$ cat config.mk
export PLATFORM = sky130hd
export DESIGN_NAME = btn_pulse_gen_flat
export DESIGN_NICKNAME = d
export VERILOG_FILES = /design/src/rtl/btn_pulse_gen_if.sv /design/src/rtl/btn_pulse_gen.sv /design/src/flat_wrapper.sv
export SDC_FILE = /design/constraint.sdc
export NUM_CORES = 1
export LEC_CHECK = 0
export ABC_AREA = 1
export BUFFER_PORTS_ARGS = -buffer_cell sky130_fd_sc_hd__buf_2
export CAP_MARGIN = 20
export CORE_MARGIN = 2
export CORE_UTILIZATION = 40
export CTS_CLUSTER_DIAMETER = 120
export CTS_CLUSTER_SIZE = 16
export DETAILED_ROUTE_END_ITERATION = 12
export HOLD_SLACK_MARGIN = 0.05
export PLACE_DENSITY = 0.64
export SLEW_MARGIN = 25
export SYNTH_ARGS = -nofsm -noshare
export SYNTH_HDL_FRONTEND = slang
export SYNTH_SLANG_ARGS = --single-unit
$ cat constraint.sdc
create_clock -name clk -period 1.45 [get_ports clk]
set_clock_uncertainty 0.15 [all_clocks]
set_input_delay 0.145 -clock clk [delete_from_list [all_inputs] [get_ports clk]]
set_output_delay 0.145 -clock clk [all_outputs]
set_load 0.02 [all_outputs]
$ cat src/rtl/btn_pulse_gen_if.sv
// Button conditioning bus: raw inputs in, debounced levels and press pulses out.
interface btn_pulse_gen_if #(
    parameter int N_BTN = 4
);
    logic [N_BTN-1:0] btn_raw;
    logic [N_BTN-1:0] btn_level;
    logic [N_BTN-1:0] btn_pulse;
    logic             any_pulse;

    modport master (
        output btn_raw,
        input  btn_level,
        input  btn_pulse,
        input  any_pulse
    );

    modport slave (
        input  btn_raw,
        output btn_level,
        output btn_pulse,
        output any_pulse
    );
endinterface

$ cat src/rtl/btn_pulse_gen.sv
// Per-input 2-FF synchronizer, debounce counter and rising-edge one-shot.
// Optional auto-repeat of held presses is enabled by defining BTN_AUTOREPEAT_EN.
module btn_pulse_gen #(
    parameter int N_BTN         = 4,
    parameter int DB_CYCLES     = 1000000,
    parameter int HOLD_CYCLES   = 50000000,
    parameter int REPEAT_CYCLES = 20000000
) (
    input  logic            clk,
    input  logic            rst,
    btn_pulse_gen_if.slave  io
);
    localparam int             CW      = $clog2(DB_CYCLES + 1);
    localparam logic [CW-1:0]  DB_LAST = CW'(DB_CYCLES - 1);

    logic [N_BTN-1:0] sync1_q;
    logic [N_BTN-1:0] sync2_q;
    logic [N_BTN-1:0] level_w;
    logic [N_BTN-1:0] pulse_w;

    always_ff @(posedge clk or negedge rst) begin
        if (!rst) begin
            sync1_q <= '0;
            sync2_q <= '0;
        end else begin
            sync1_q <= io.btn_raw;
            sync2_q <= sync1_q;
        end
    end

    generate
        for (genvar gi = 0; gi < N_BTN; gi++) begin : g_btn
            logic [CW-1:0] cnt_q;
            logic [CW-1:0] cnt_d;
            logic          level_q;
            logic          level_d;
            logic          pulse_q;
            logic          pulse_d;
            logic          accept;
            logic          rep_fire;

            // The counter only ever reaches DB_CYCLES-1: the accepting edge clears it.
            always_comb begin
                accept  = (sync2_q[gi] != level_q) && (cnt_q == DB_LAST);
                cnt_d   = '0;
                level_d = level_q;
                if (sync2_q[gi] != level_q) begin
                    if (accept) begin
                        level_d = sync2_q[gi];
                    end else begin
                        cnt_d = cnt_q + 1'b1;
                    end
                end
                pulse_d = (accept & sync2_q[gi]) | rep_fire;
            end

`ifdef BTN_AUTOREPEAT_EN
            localparam int            HMAX       = (HOLD_CYCLES > REPEAT_CYCLES) ? HOLD_CYCLES : REPEAT_CYCLES;
            localparam int            HW         = $clog2(HMAX + 1);
            localparam logic [HW-1:0] HOLD_LAST  = HW'(HOLD_CYCLES - 1);
            localparam logic [HW-1:0] REP_LAST   = HW'(REPEAT_CYCLES - 1);

            logic [HW-1:0] hold_q;
            logic [HW-1:0] hold_d;
            logic          rep_q;
            logic          rep_d;

            // Count only while the level is high now and stays high this edge.
            always_comb begin
                hold_d   = '0;
                rep_d    = 1'b0;
                rep_fire = 1'b0;
                if (level_q && level_d) begin
                    if (hold_q == (rep_q ? REP_LAST : HOLD_LAST)) begin
                        rep_fire = 1'b1;
                        rep_d    = 1'b1;
                    end else begin
                        hold_d = hold_q + 1'b1;
                        rep_d  = rep_q;
                    end
                end
            end

            always_ff @(posedge clk or negedge rst) begin
                if (!rst) begin
                    hold_q <= '0;
                    rep_q  <= 1'b0;
                end else begin
                    hold_q <= hold_d;
                    rep_q  <= rep_d;
                end
            end
`else
            assign rep_fire = 1'b0;
`endif

            always_ff @(posedge clk or negedge rst) begin
                if (!rst) begin
                    cnt_q   <= '0;
                    level_q <= 1'b0;
                    pulse_q <= 1'b0;
                end else begin
                    cnt_q   <= cnt_d;
                    level_q <= level_d;
                    pulse_q <= pulse_d;
                end
            end

            assign level_w[gi] = level_q;
            assign pulse_w[gi] = pulse_q;
        end
    endgenerate

    assign io.btn_level = level_w;
    assign io.btn_pulse = pulse_w;
    assign io.any_pulse = |pulse_w;
endmodule

$ cat src/flat_wrapper.sv
// flat-port wrapper written by rule: the top's interface ports become plain ports
module btn_pulse_gen_flat 
#(
    parameter int N_BTN         = 4,
    parameter int DB_CYCLES     = 1000000,
    parameter int HOLD_CYCLES   = 50000000,
    parameter int REPEAT_CYCLES = 20000000
)
  (clk, rst, io_btn_raw, io_btn_level, io_btn_pulse, io_any_pulse);
  btn_pulse_gen_if #(.N_BTN(N_BTN)) io_i ();
  input  logic clk;
  input  logic rst;
  input wire logic [$bits(io_i.btn_raw)-1:0] io_btn_raw;
  output wire logic [$bits(io_i.btn_level)-1:0] io_btn_level;
  output wire logic [$bits(io_i.btn_pulse)-1:0] io_btn_pulse;
  output wire logic [$bits(io_i.any_pulse)-1:0] io_any_pulse;
  assign io_i.btn_raw = io_btn_raw;
  assign io_btn_level = io_i.btn_level;
  assign io_btn_pulse = io_i.btn_pulse;
  assign io_any_pulse = io_i.any_pulse;
  btn_pulse_gen #(.N_BTN(N_BTN), .DB_CYCLES(DB_CYCLES), .HOLD_CYCLES(HOLD_CYCLES), .REPEAT_CYCLES(REPEAT_CYCLES)) u_core (.clk(clk), .rst(rst), .io(io_i));
endmodule
==> summary.txt, run 1 <==
Outcome
  • Status: finished with violations
  • Failing checks: setup timing

Synth
  • Synth Net Count: around 660
  • Synth Area in XOR/XNOR: roughly 7.6%
  • Compound-Gate Fraction of Synth Area: between 2 and 3%
  • Post-synthesis adder-cell area fraction: 0.969%
  • Top_reg_cell synth: dfrtp_1
  • Mux contribution to synthesized area: 0%
  • Yosys warnings: 0
  • Post-Synth Simple-Gate Area: about a third
  • Synth Register Bits: 96
  • Post-synth cell types: 32
  • Post-Syn Area: approximately 5200 um^2
  • Seq/Total Area, Yosys: between 40% and 50%
  • Mean Syn Cell Area: roughly 8 um^2
  • Number of synthesized flops with an enable pin: 0
  • Main combinational cell family by area after synthesis: simple AND/OR/NAND/NOR gates
  • Ys async rst share: between 90% and 100%
  • Post-Synthesis Cells: around 650

Clock tree
  • Max clock buf depth: 2
  • Skew-Pair Late Insertion Delay: around 350 ps
  • Num CTS Buffers: 9
  • TritonCTS Sinks: 96
  • Root Driver: clkbuf_16
  • TritonCTS clock tree: built
  • H-tree depth: 3
  • Clock transition at path regs: 70 ps

Worst setup path
  • Critical Path RT: approximately 1200 ps
  • Arrival time at the worst endpoint: 1410 ps
  • Slowest stage cell, crit path: or4_4
  • R2r setup slk: -140 ps
  • CP top delay family: simple AND/OR/NAND/NOR gates
  • Crit. End Element: output port
  • Worst Path Max Fanout: 2
  • WP buf/inv: 1
  • Critical Path Start Type: flip-flop
  • Crit-path max cell delay: 520 ps
  • Crit-path cells: or4_4 > buf_6
  • Setup Crit Path Kind: flip-flop to output port

Routing
  • DRT antenna net count: 0
  • Final WL: ~13000 um
  • Routed vias: ~4600
  • Via density: around 4.8
  • Detailed-route wire length per cell: 13.1 um
  • Iteration-0 DRC Markers: about 270
  • First-pass detailed-route iteration total: 4
  • DRC: 0

Power and ir drop
  • Clock network fraction of total power: a little over two fifths
  • Switching power: ~0.0013 W
  • Internal Dissipation: approximately 0.0043 W
  • Reg power frac: about 49%
  • Switching power share of the total: 23.1%
  • Comb power frac: roughly 7%
  • Leak pwr: about 3.4 nW
  • Power Dens Cells: about 760 nW/um^2
  • Worst VDD drop: around 0.56 mV

Floorplan
  • Die Y-Extent: about 120 um
  • Initial core utilization: roughly two fifths
  • Core Rows: between 40 and 50
  • Die Wd: about 120 um
  • CORE AREA: between 10000 and 15000 um^2
  • Die area: around 14000 um^2
  • # IOs: 15

Finish
  • Final instance area: roughly 7300 um^2
  • # diodes: 0
  • Layout cells sized above 1: about 41%
  • Nets: approximately 790
  • Layout area overhead: 42.1%
  • Non-filler cells, final: about 960
  • Post-layout util: ~58%

Timing
  • Fin. max-slew vios: 0
  • Fmax: between 0.5 and 0.6 GHz
  • RSZ-0062 raised after global routing: yes
  • Tmin final: approximately 1700 ps
  • Slew margin rel.: between 70% and 80%
  • Final Cycle Share: 118%
  • Hold Violations, Final: 0
  • Final setup fails: 60
  • Slew @ Worst Pin: between 300 and 400 ps
  • Final setup margin: -259 ps

Global route
  • Antenna violations before repair: 0
  • Largest net degree at the start of global routing: about 40
  • Gr usage total: between 10% and 20%
  • First-pass GRT wire length: roughly 20000 um
  • GRT overflow: 0
  • Vias in the first global route: approximately 4600

Min path
  • Worst min path class: input pin to asynchronous set/reset pin

Placement
  • Dpl hpwl: a little over 8000 um
  • GPL Wtd Cong: around 0.85
  • Dpl cell area: a little over 6000 um^2
  • Placed cells: 905
  • IO Port Bufs: 14

Flow run
  • Max-cap violations: 0
final timing paths:
| check | end | start | depth (start not counted) |
|---|---|---|---|
| setup / recovery | io_any_pulse | u_core.g_btn[3].pulse_q$_DFF_PN0_ | 2 |
| min in group clk | u_core.sync2_q[0]$_DFF_PN0_ | u_core.sync1_q[0]$_DFF_PN0_ | 0 |
| hold reg to reg | u_core.sync2_q[0]$_DFF_PN0_ | u_core.sync1_q[0]$_DFF_PN0_ | 0 |
| setup reg to reg | u_core.g_btn[1].cnt_q[14]$_DFF_PN0_ | u_core.g_btn[1].cnt_q[1]$_DFF_PN0_ | 9 |
| max in group asynchronous | u_core.g_btn[2].cnt_q[10]$_DFF_PN0_ | rst | 3 |
| hold / removal | u_core.g_btn[3].cnt_q[2]$_DFF_PN0_ | rst | 2 |
kinds of logic (layout without fill, tap and decap cells):
logic type	count (synthesis)	in the layout
buf+inv	93	233
fa+ha+maj	4	4
simple gates	387	388
flops	96	96
xor+xnor	45	45
compound gates	20	20
worst reg2reg max path, stage by stage, from the launching register on:
cell     delay, ps
dfrtp_1        380
ha_2           200
nand2_2         90
nor2_4          60
nand2_4         80
nor2_4          50
a21oi_4        220
buf_12         170
nand2_1         50
nor2_1          90
metrics by stage:
| stage | setup slack (ps) | hold slack [ps] | TNS [ps] | total power, W |
|---|---|---|---|---|
| after detailed placement | -158 | -104 | -5070 | 0.00307 |
| after CTS | -278 | 57.3 | -4810 | 0.00558 |
| after floorplan | -22.3 | -301 | -183 | 0.00291 |
| after global routing | -296 | 70.1 | -10780 | 0.00578 |
| final | -259 | 65.1 | -5110 | 0.00557 |
| after global placement | -131 | -109 | -3090 | 0.00306 |
power by group through the flow:
stage | clock (W) | sequential [W] | combinational [W]
CTS | 0.00249 | 0.00275 | 0.000343
finish | 0.00243 | 0.00275 | 0.000389
global placement | 0 | 0.00279 | 0.000265
detailed placement | 0 | 0.00280 | 0.000273
global route | 0.00260 | 0.00275 | 0.000432
floorplan | 0 | 0.00279 | 0.000113
layout by cell type (no fill, tap or decap), drive strengths merged:
| cell | count |
|---|---|
| buf | 133 |
| bufinv | 1 |
| nand3 | 71 |
| or2 | 2 |
| nor2 | 150 |
| dlygate4sd3 | 5 |
| or4 | 1 |
| dfrtp | 96 |
| nor3 | 8 |
| nand2 | 140 |
| xor2 | 31 |
| ha | 4 |
| clkinv | 4 |
| o21bai | 1 |
| nand4 | 6 |
| a21oi | 14 |
| inv | 76 |
| nor4 | 1 |
| o21ai | 5 |
| nand3b | 5 |
| clkbuf | 12 |
| clkinvlp | 2 |
| nor3b | 4 |
| xnor2 | 14 |
cell usage after synthesis (9+ instances only):
| cell type | count | area (um^2) |
|---|---|---|
| nor2_1 | 133 | 499 |
| nand2_1 | 131 | 492 |
| dfrtp_1 | 96 | 2400 |
| inv_1 | 66 | 248 |
| nand3_1 | 62 | 310 |
| xor2_1 | 31 | 272 |
| xnor2_1 | 14 | 123 |
| a21oi_1 | 12 | 60.1 |
| inv_2 | 11 | 41.3 |
| nand3_2 | 9 | 90.1 |
| nor2_4 | 9 | 101 |
layer usage:
metal / up-vias / GRT usage, % / share of wire, %
li1: 2280 / - / -
met1: 2225 / 22.7 / 44
met2: 59 / 29.9 / 51
met3: 22 / 4.55 / 2.7
met4: 0 / 6.78 / 2.0
met5: - / 0 / 0
repair_timing:
action / CTS / global route
hold buffers: 5 / 0
buffers inserted: 15 / 17
gates cloned: 2 / 0
pin swaps: 39 / 45
resized for setup: 79 / 100
setup endpoints to repair: 68 / 82
endpoints found under the hold margin: 100 / 0
area by class of cell:
cell class | count | area (um^2)
clock buffer | 11 | 243
clock inverter | 5 | 56.3
fill | 1060 | 5280
inverter | 78 | 332
multi-input combinational | 457 | 2920
sequential | 96 | 2400
tap | 172 | 215
timing repair buffer | 139 | 1170
flip-flops by register name, summed over array words and instances (netlist names):
name	cells
u_core.g_btn.pulse_q	4
u_core.sync1_q	4
u_core.g_btn.cnt_q	80
u_core.g_btn.level_q	4
u_core.sync2_q	4
No activity file was read; power rests on OpenSTA's default activity.
==> run 2, diff against run 1 <==
--- a/config.mk
+++ b/config.mk
@@ -8,13 +8,14 @@
 export ABC_AREA = 1
 export BUFFER_PORTS_ARGS = -buffer_cell sky130_fd_sc_hd__buf_2
 export CAP_MARGIN = 20
+export CORE_ASPECT_RATIO = 1.75
 export CORE_MARGIN = 2
-export CORE_UTILIZATION = 40
+export CORE_UTILIZATION = 30
 export CTS_CLUSTER_DIAMETER = 120
 export CTS_CLUSTER_SIZE = 16
 export DETAILED_ROUTE_END_ITERATION = 12
 export HOLD_SLACK_MARGIN = 0.05
-export PLACE_DENSITY = 0.64
+export PLACE_DENSITY = 0.53
 export SLEW_MARGIN = 25
 export SYNTH_ARGS = -nofsm -noshare
 export SYNTH_HDL_FRONTEND = slang
==> summary.txt, run 2 (same netlist as run 1, synthesis figures left out) <==
Placement
  • Dpl hpwl: slightly above 9000 um
  • Pre-CTS setup slack: -95.4 ps
  • GPL Wtd Cong: 0.794
  • Placed cells: between 900 and 1000
  • IO Port Bufs: 14

Worst setup path
  • Critical Path Start Type: flip-flop
  • Critical Path RT: between 1000 and 1500 ps
  • Reg2reg start: u_core.g_btn[1].cnt_q[1]$_DFF_PN0_
  • Worst r2r path cells: 9
  • Setup Crit Path Kind: flip-flop to output port
  • Worst Path Max Fanout: 2
  • CP startpoint: u_core.g_btn[1].pulse_q$_DFF_PN0_
  • Arrival time at the worst endpoint: roughly 1400 ps
  • Crit. End Element: output port

Floorplan
  • CORE AREA: ~17000 um^2
  • Initial core utilization: a little under a third
  • Core Rows: 63
  • Die area: 18300 um^2
  • # IOs: 15
  • Die Wd: roughly 100 um
  • Die Y-Extent: around 180 um

Routing
  • Via density: between 4 and 5
  • Detailed-route wire length per cell: 12.6 um
  • DRT antenna net count: 0
  • Iteration-0 DRC Markers: between 100 and 150
  • Final WL: about 13000 um
  • DRC: 0
  • Routed vias: between 4000 and 5000
  • First-pass detailed-route iteration total: 4

Finish
  • # diodes: 0
  • Area occupied by multi-input gates: between 2000 and 3000 um^2
  • Non-filler cells, final: 1013
  • Most common cell after layout, fill and taps aside: nor2_1
  • Filler cells: 1703
  • Nets: about 790
  • Layout area overhead: 43.6%
  • Max reg flops: 80
  • Layout cells sized above 1: between 40% and 50%
  • Most flops, register: u_core.g_btn.cnt_q
  • Storage element area: between 2000 and 2500 um^2
  • Most frequent cells in the layout: 103 x nor2_1, 96 x buf_4, 93 x nand2_1

Timing
  • Slew margin rel.: between 70% and 80%
  • Final Cycle Share: 117%
  • Tmin final: approximately 1700 ps
  • Final setup margin: -246 ps
  • Slew @ Worst Pin: 406 ps
  • Final setup fails: 56
  • Hold_ws: between 100 and 150 ps
  • Hold Violations, Final: 0
  • Fin. max-slew vios: 0
  • Fmax: 0.590 GHz
  • RSZ-0062 raised after global routing: yes

Global route
  • GRT overflow: 0
  • Antenna violations before repair: 0
  • Gr usage total: between 10% and 20%
  • Vias in the first global route: 4597
  • Largest net degree at the start of global routing: 27
  • First-pass GRT wire length: 21000 um

Clock tree
  • TritonCTS clock tree: built
  • TritonCTS Sinks: 96
  • H-tree depth: 3
  • Clock transition at path regs: 70 ps
  • Num CTS Buffers: 9
  • Root Driver: clkbuf_16
  • Max clock buf depth: 2
  • Skew-Pair Late Insertion Delay: ~360 ps

Min path
  • Worst min path class: input pin to asynchronous set/reset pin

Power and ir drop
  • Worst VDD drop: between 0.4 and 0.5 mV
  • Power Dens Cells: between 700 and 800 nW/um^2
  • Leak pwr: roughly 3.4 nW

Outcome
  • Status: finished with violations
  • Failing checks: setup timing

Flow run
  • Max-cap violations: 0
==> run 2: cell types whose count changed in the layout (fill, tap and decap cells not counted), sizes merged <==
cell	previous run	this run
nand2	140	139
bufinv	1	0
clkbuf	12	11
buf	133	135
clkinvlp	2	3
==> run 2: critical path, cell delays in order, from the launching register on <==
cell	delay (ps)
dfrtp_1	370
or4_4	530
buf_6	150
==> run 2: area by class of cell <==
class                   instances  share of cell area [%]
clock inverters                 5                   0.557
flip-flops and latches         96                    32.5
multi-input cells             456                    39.1
well taps                     227                    3.83
repair buffers                140                    16.4
inverters                      78                    4.20
clock buffers                  11                    3.41
==> run 2: what timing repair did <==
item,in CTS,in global routing
cloned,1,0
endpoints found under the hold margin,100,0
pin swaps,38,47
setup buffers,10,14
hold buffers,5,0
setup endpoints to repair,71,82
resized for setup,84,99
==> run 2: metrics by stage <==
step | util [%] | area [um^2] | setup TNS, ps | power [W]
floorplan | - | 5230 | -183 | 0.00291
global placement | 37.2 | 6280 | -2610 | 0.00308
detailed placement | 37.2 | 6280 | -3350 | 0.00308
CTS | 41.7 | 7030 | -3960 | 0.00552
global route | 44.0 | 7410 | -9740 | 0.00570
finish | 44.0 | 7410 | -4380 | 0.00548
==> run 2: report_power, final <==
| part | switching [W] | leakage [nW] | internal (W) | total, W |
|---|---|---|---|---|
| sequential | 0.0000348 | 1.30 | 0.00271 | 0.00275 |
| clock | 0.00109 | 0.138 | 0.00127 | 0.00236 |
| combinational | 0.000196 | 1.98 | 0.000175 | 0.000371 |
| total | 0.00132 | 3.42 | 0.00416 | 0.00548 |
==> run 2: worst paths after layout <==
| kind | endpoint | slack [ps] |
|---|---|---|
| worst max-delay path | io_any_pulse | -250 |
| worst min-delay path | u_core.sync2_q[2]$_DFF_PN0_ | 110 |
| worst max register to register | u_core.g_btn[1].cnt_q[14]$_DFF_PN0_ | -120 |
| worst min register to register | u_core.sync2_q[2]$_DFF_PN0_ | 210 |
| max in group asynchronous | u_core.g_btn[1].cnt_q[6]$_DFF_PN0_ | 550 |
| min in group clk | u_core.sync2_q[2]$_DFF_PN0_ | 210 |
==> run 2: routing by layer <==
metal	share of wire, %	wire (um)	global-route usage, %	up-vias
met1	37	4730	14.8	2124
met4	3.6	461	7.46	0
met5	0	0	0	-
met2	57	7310	28.5	55
met3	1.9	247	2.32	25
li1	-	-	-	2272
